**src/rtl/instruction_loader.sv**
```systemverilog
// Instruction loader: assembles a big-endian byte stream into 32-bit words
// and writes them to consecutive instruction memory addresses. A session
// ends on HALT_WORD, which is itself written, or once address DEPTH-1 has
// been written (full).
// Optional feature: define INSTRUCTION_LOADER_CHECKSUM_EN to build a
// running XOR checksum of all written words.
module instruction_loader #(
    parameter int unsigned DEPTH     = 32,
    parameter logic [31:0] HALT_WORD = 32'hFFFFFFFF
) (
    input  logic        clk,
    input  logic        rst,
    input  logic        start,
    input  logic [7:0]  rx_data,
    input  logic        rx_valid,
    output logic        rx_ready,
    output logic        wr_instruction,
    output logic [31:0] wr_addr,
    output logic [31:0] data_instruction,
    output logic        busy,
    output logic        done,
    output logic        full,
    output logic [31:0] checksum
);

    localparam logic [31:0] LastAddr = 32'(DEPTH - 1);

    typedef enum logic [1:0] {StIdle, StRecv, StWrite, StDone} state_e;

    state_e      state_q, state_d;
    logic [1:0]  cnt_q;
    logic [31:0] word_q;
    logic [31:0] addr_q;
    logic        full_q;
    logic        is_halt;
    logic        is_last;
    logic        session_start;

    assign is_halt          = (word_q == HALT_WORD);
    assign is_last          = (addr_q == LastAddr);
    assign session_start    = start && (state_q == StIdle || state_q == StDone);
    assign wr_addr          = addr_q;
    assign data_instruction = word_q;
    assign full             = full_q;

    // Next-state decode; rx_ready is high exactly in StRecv, so rx_valid alone qualifies a byte
    always_comb begin
        state_d = state_q;
        case (state_q)
            StIdle, StDone: if (start) state_d = StRecv;
            StRecv:         if (rx_valid && cnt_q == 2'd3) state_d = StWrite;
            StWrite:        state_d = (is_halt || is_last) ? StDone : StRecv;
            default:        state_d = StIdle;
        endcase
    end

    // FSM state, datapath registers and registered status outputs
    always_ff @(posedge clk or negedge rst) begin
        if (!rst) begin
            state_q        <= StIdle;
            cnt_q          <= 2'd0;
            word_q         <= 32'd0;
            addr_q         <= 32'd0;
            full_q         <= 1'b0;
            rx_ready       <= 1'b0;
            wr_instruction <= 1'b0;
            busy           <= 1'b0;
            done           <= 1'b0;
        end else begin
            state_q        <= state_d;
            // Status flags follow the next state so they line up with state_q
            rx_ready       <= (state_d == StRecv);
            wr_instruction <= (state_d == StWrite);
            busy           <= (state_d == StRecv) || (state_d == StWrite);
            done           <= (state_d == StDone);
            case (state_q)
                StIdle, StDone: begin
                    if (start) begin
                        cnt_q  <= 2'd0;
                        word_q <= 32'd0;
                        addr_q <= 32'd0;
                        full_q <= 1'b0;
                    end
                end
                StRecv: begin
                    if (rx_valid) begin
                        // Shift left so the first byte ends up in [31:24]
                        word_q <= {word_q[23:0], rx_data};
                        cnt_q  <= cnt_q + 2'd1;
                    end
                end
                StWrite: begin
                    // Halt wins over the depth limit
                    if (!is_halt) begin
                        if (is_last) full_q <= 1'b1;
                        else         addr_q <= addr_q + 32'd1;
                    end
                end
                default: ;
            endcase
        end
    end

`ifdef INSTRUCTION_LOADER_CHECKSUM_EN
    logic [31:0] checksum_q;

    // Running XOR of every written word, cleared when a new session starts
    always_ff @(posedge clk or negedge rst) begin
        if (!rst) begin
            checksum_q <= 32'd0;
        end else if (session_start) begin
            checksum_q <= 32'd0;
        end else if (state_q == StWrite) begin
            checksum_q <= checksum_q ^ word_q;
        end
    end

    assign checksum = checksum_q;
`else
    logic unused_start;
    assign unused_start = session_start;
    assign checksum     = 32'd0;
`endif

endmodule

```
**config.mk**
```make
export PLATFORM = sky130hd
export DESIGN_NAME = instruction_loader
export DESIGN_NICKNAME = d
export VERILOG_FILES = /design/src/rtl/instruction_loader.sv
export SDC_FILE = /design/constraint.sdc
export NUM_CORES = 1
export LEC_CHECK = 0
export ABC_AREA = 1
export BUFFER_PORTS_ARGS = -buffer_cell sky130_fd_sc_hd__buf_4
export CORE_AREA = 2 2 77 135
export DETAILED_ROUTE_END_ITERATION = 8
export DIE_AREA = 0 0 79 137
export PLACE_DENSITY = 0.7
export SYNTH_ARGS = -nofsm -noshare
export SYNTH_HDL_FRONTEND = slang
export SYNTH_SLANG_ARGS = --single-unit
```
**constraint.sdc**
```tcl
create_clock -name clk -period 2.03 [get_ports clk]
set_input_delay 0.406 -clock clk [delete_from_list [all_inputs] [get_ports clk]]
set_output_delay 0.406 -clock clk [all_outputs]
set_load 0.1 [all_outputs]
```
==> qor.csv <==
stage,metric,value,unit
run_status,outcome,"complete, no violations",
die,starting density of the core,44.2,%
die,std cell rows,48,
power,Int Pwr,3.71,mW
routing,final wirelength,11700,um
grt,GRT Util Overall,22.6,%
placed_design,hpwl dp,9000,um
power,combinational share of power,55.5,%
clock_network,clock sinks,73,
power,Clock Power Share,19.4,%
grt,global-route wire length before repair,19000,um
clock_network,clk_lat worst skew,330,ps
yosys,Syn Area/Cell,7.25,um^2
routing,Final ANT Viol Nets,0,
routing,TritonRoute pass-1 iters,5,
die,die area,0.0108,mm^2
placed_design,routability cong.,0.935,
die,Chip Width,79,um
grt,initial antenna violation count,0,
power,Design Power,8.31,mW
critical_path,largest fanout on the critical path,6,
die,Boundary Pins,113,
power,Sw Share,55.4,%
placed_design,Port Buffers,80,
timing,Worst slew margin,62.0,%
routing,DRT iter0 DRCs,303,
critical_path,CP Launch Type,flop,
die,Core Area,0.00973,mm^2
yosys,Synth Register Bits,73,
clock_network,CTS Buf Count,9,
yosys,Synth Area in Compound Gates,11.6,%
power,pwr dens,1560,mW/mm^2
cells_and_area,Ant. Diodes,0,
routing,Avg WL per Cell,14.4,um
grt,total congestion overflow,0,
critical_path,"Req. time, crit path",2260,ps
timing,fin crit share,91.7,%
yosys,adder-cell area share of the yosys netlist,2.04,%
timing,clock skew,5.75,ps
yosys,proportion of synthesized area in mux cells,0,%
power,Peak VDD IR,1470,uV
yosys,Netlist cell types,32,
cells_and_area,share of layout cells above drive strength 1,19.2,%
timing,count of final hold-check violations,0,
critical_path,CP max stage delay,440,ps
critical_path,Critical Path End Type,flop,
routing,DR vias,4041,
yosys,main combinational cell family by area after synthesis,simple AND/OR/NAND/NOR gates,
clock_network,htree depth,3,
clock_network,clk slew on worst S/H paths,60,ps
power,Reg power frac,25.2,%
timing,RSZ-0062 raised after global routing,no,
critical_path,crit path DAT,2090,ps
timing,Worst-Margin Slew,571,ps
job,Max Cap Viol,0,
routing,vias per cell,4.97,
die,die height,137,um
grt,vias in the first global route,3935,
cells_and_area,"Area growth, synth to finish",23.6,%
clock_network,deepest clock path buffer count,2,
timing,Final min period,1860,ps
worst_hold_path,min-delay worst type,in2async,
timing,Max Transition Viols Final,0,
cells_and_area,"Core Util, Final",54.6,%
critical_path,worst path cell trace,"ha_1, nand2_1, nor2_4, nand2_1, nor2_1, nand3_2, nand3b_1, a21oi_1, ha_1, inv_1",
yosys,Mapped Cells,593,
timing,Final Setup Violations,0,
clock_network,Root Driver,clkbuf_16,
yosys,Post-Synth XOR/XNOR Area,0,%
yosys,post-synthesis sequential area ratio,42.5,%
cells_and_area,final net count,702,
yosys,yosys warns,0,
critical_path,Worst path slowest cell,dfrtp_4,
yosys,Simple-Gate Fraction of Synth Area,29.2,%
clock_network,CTS tree,built,
power,LEAKAGE,2.48,nW
clock_network,cts-stage hold buffer count,0,
power,Switch Pwr,4.60,mW
routing,Residual DRC,0,
grt,pin count of the biggest net entering global routing,41,
critical_path,crit path kind,reg2reg,
yosys,Synth Cell Area,0.00430,mm^2
timing,Peak Freq,537,MHz
cells in the final DEF (no fill, tap or decap), types with 3 or more instances in the layout:
master / count
clkinvlp_4: 5
nor2_1: 61
and2_1: 3
o22ai_1: 16
nand3_1: 51
clkbuf_16: 9
o21ai_1: 9
dfrtp_2: 5
nand2_1: 171
a21oi_1: 9
nor2_2: 4
dfrtp_1: 66
inv_1: 69
buf_4: 91
ha_1: 7
conb_1: 32
buf_12: 4
o21ai_0: 54
timing repair:
| action | 4_1_cts | 5_1_grt |
|---|---|---|
| gates resized for setup | 0 | 6 |
| endpoints found under the setup margin | 0 | 15 |
| endpoints found under the hold margin | 0 | 0 |
| setup buffers | 0 | 2 |
metal layers:
metal / global-route usage, % / up-vias / share of wire, %
met5: 0 / - / 0
met1: 24.9 / 1886 / 36
met4: 9.39 / 0 / 2.7
met3: 3.96 / 17 / 5.5
met2: 42.1 / 133 / 56
li1: - / 2005 / -
through the flow:
| step | hold WS [ps] | cells | cell area, um^2 | setup WS (ps) | setup TNS, ps |
|---|---|---|---|---|---|
| after floorplan | 110 | 624 | 4430 | -3.57 | -3.57 |
| after global placement | 439 | 795 | 4980 | 183 | 0 |
| after detailed placement | 436 | 795 | 4980 | 106 | 0 |
| after CTS | 82.4 | 811 | 5280 | 71.8 | 0 |
| after global routing | 114 | 813 | 5310 | 2.54 | 0 |
| final | 54.8 | 813 | 5310 | 169 | 0 |
kinds of logic (layout without fill, tap and decap cells):
logic type | after synthesis | after routing
AND/OR/NAND/NOR | 301 | 301
flip-flops | 73 | 73
adder cells (fa/ha/maj) | 7 | 7
other | 1 | 32
AO/OA/AOI/OAI | 93 | 93
buffers and inverters | 118 | 182
power by group through the flow:
stage               Sequential, mW  Combinational (mW)  Clock, mW
finish                        2.09                4.61       1.61
global route                  2.13                4.83       1.69
CTS                           2.09                4.58       1.64
detailed placement            2.11                4.58          0
global placement              2.10                4.52          0
floorplan                     4.31                1.42          0
flip-flops by register name, summed over array words and instances, names as in the netlist:
signal,count
wr_addr,32
data_instruction,32
cnt_q,2
busy,1
wr_instruction,1
rx_ready,1
state_q,2
done,1
full,1
area by class of cell:
| type | instances | area (um^2) |
|---|---|---|
| sequential | 73 | 1840 |
| clock buffer | 9 | 225 |
| clock inverter | 7 | 77.6 |
| tap | 125 | 156 |
| inverter | 70 | 267 |
| fill | 940 | 4420 |
| timing repair buffer | 96 | 774 |
| multi-input combinational | 433 | 1970 |
worst max-delay path, delay by kind of cell (launching register included):
kind            cells  cell delay, ps
simple gates        6             730
buf+inv             1              30
flops               1             440
compound gates      1              80
fa+ha+maj           2             490
cells in the mapped netlist, drive strengths merged:
cell type | count | area (um^2)
o21bai | 2 | 15.0
o22ai | 16 | 100
nand4 | 2 | 12.5
nor2 | 67 | 269
a21boi | 1 | 7.51
o211ai | 1 | 7.51
clkinv | 1 | 3.75
nand3b | 1 | 7.51
dfrtp | 73 | 1830
ha | 7 | 87.6
o21ai | 63 | 315
clkbuf | 8 | 63.8
nand3 | 53 | 283
or2 | 2 | 12.5
inv | 69 | 259
a21oi | 9 | 45.0
nand2 | 173 | 652
and2 | 3 | 18.8
conb | 1 | 3.75
a22oi | 1 | 7.51
buf | 40 | 300
final timing paths:
path	from	end	slack [ps]	cells after the start
min	rst	wr_addr[24]	50	1
max	wr_addr[0]	busy	170	10
min reg2reg	cnt_q[0]	cnt_q[0]	500	1
min in group clk	rx_data[4]	data_instruction[4]	310	3
max reg2reg	wr_addr[0]	busy	170	10
max in group asynchronous	rst	cnt_q[1]	1360	2
Note: power is estimated with default switching activity, not from simulation.
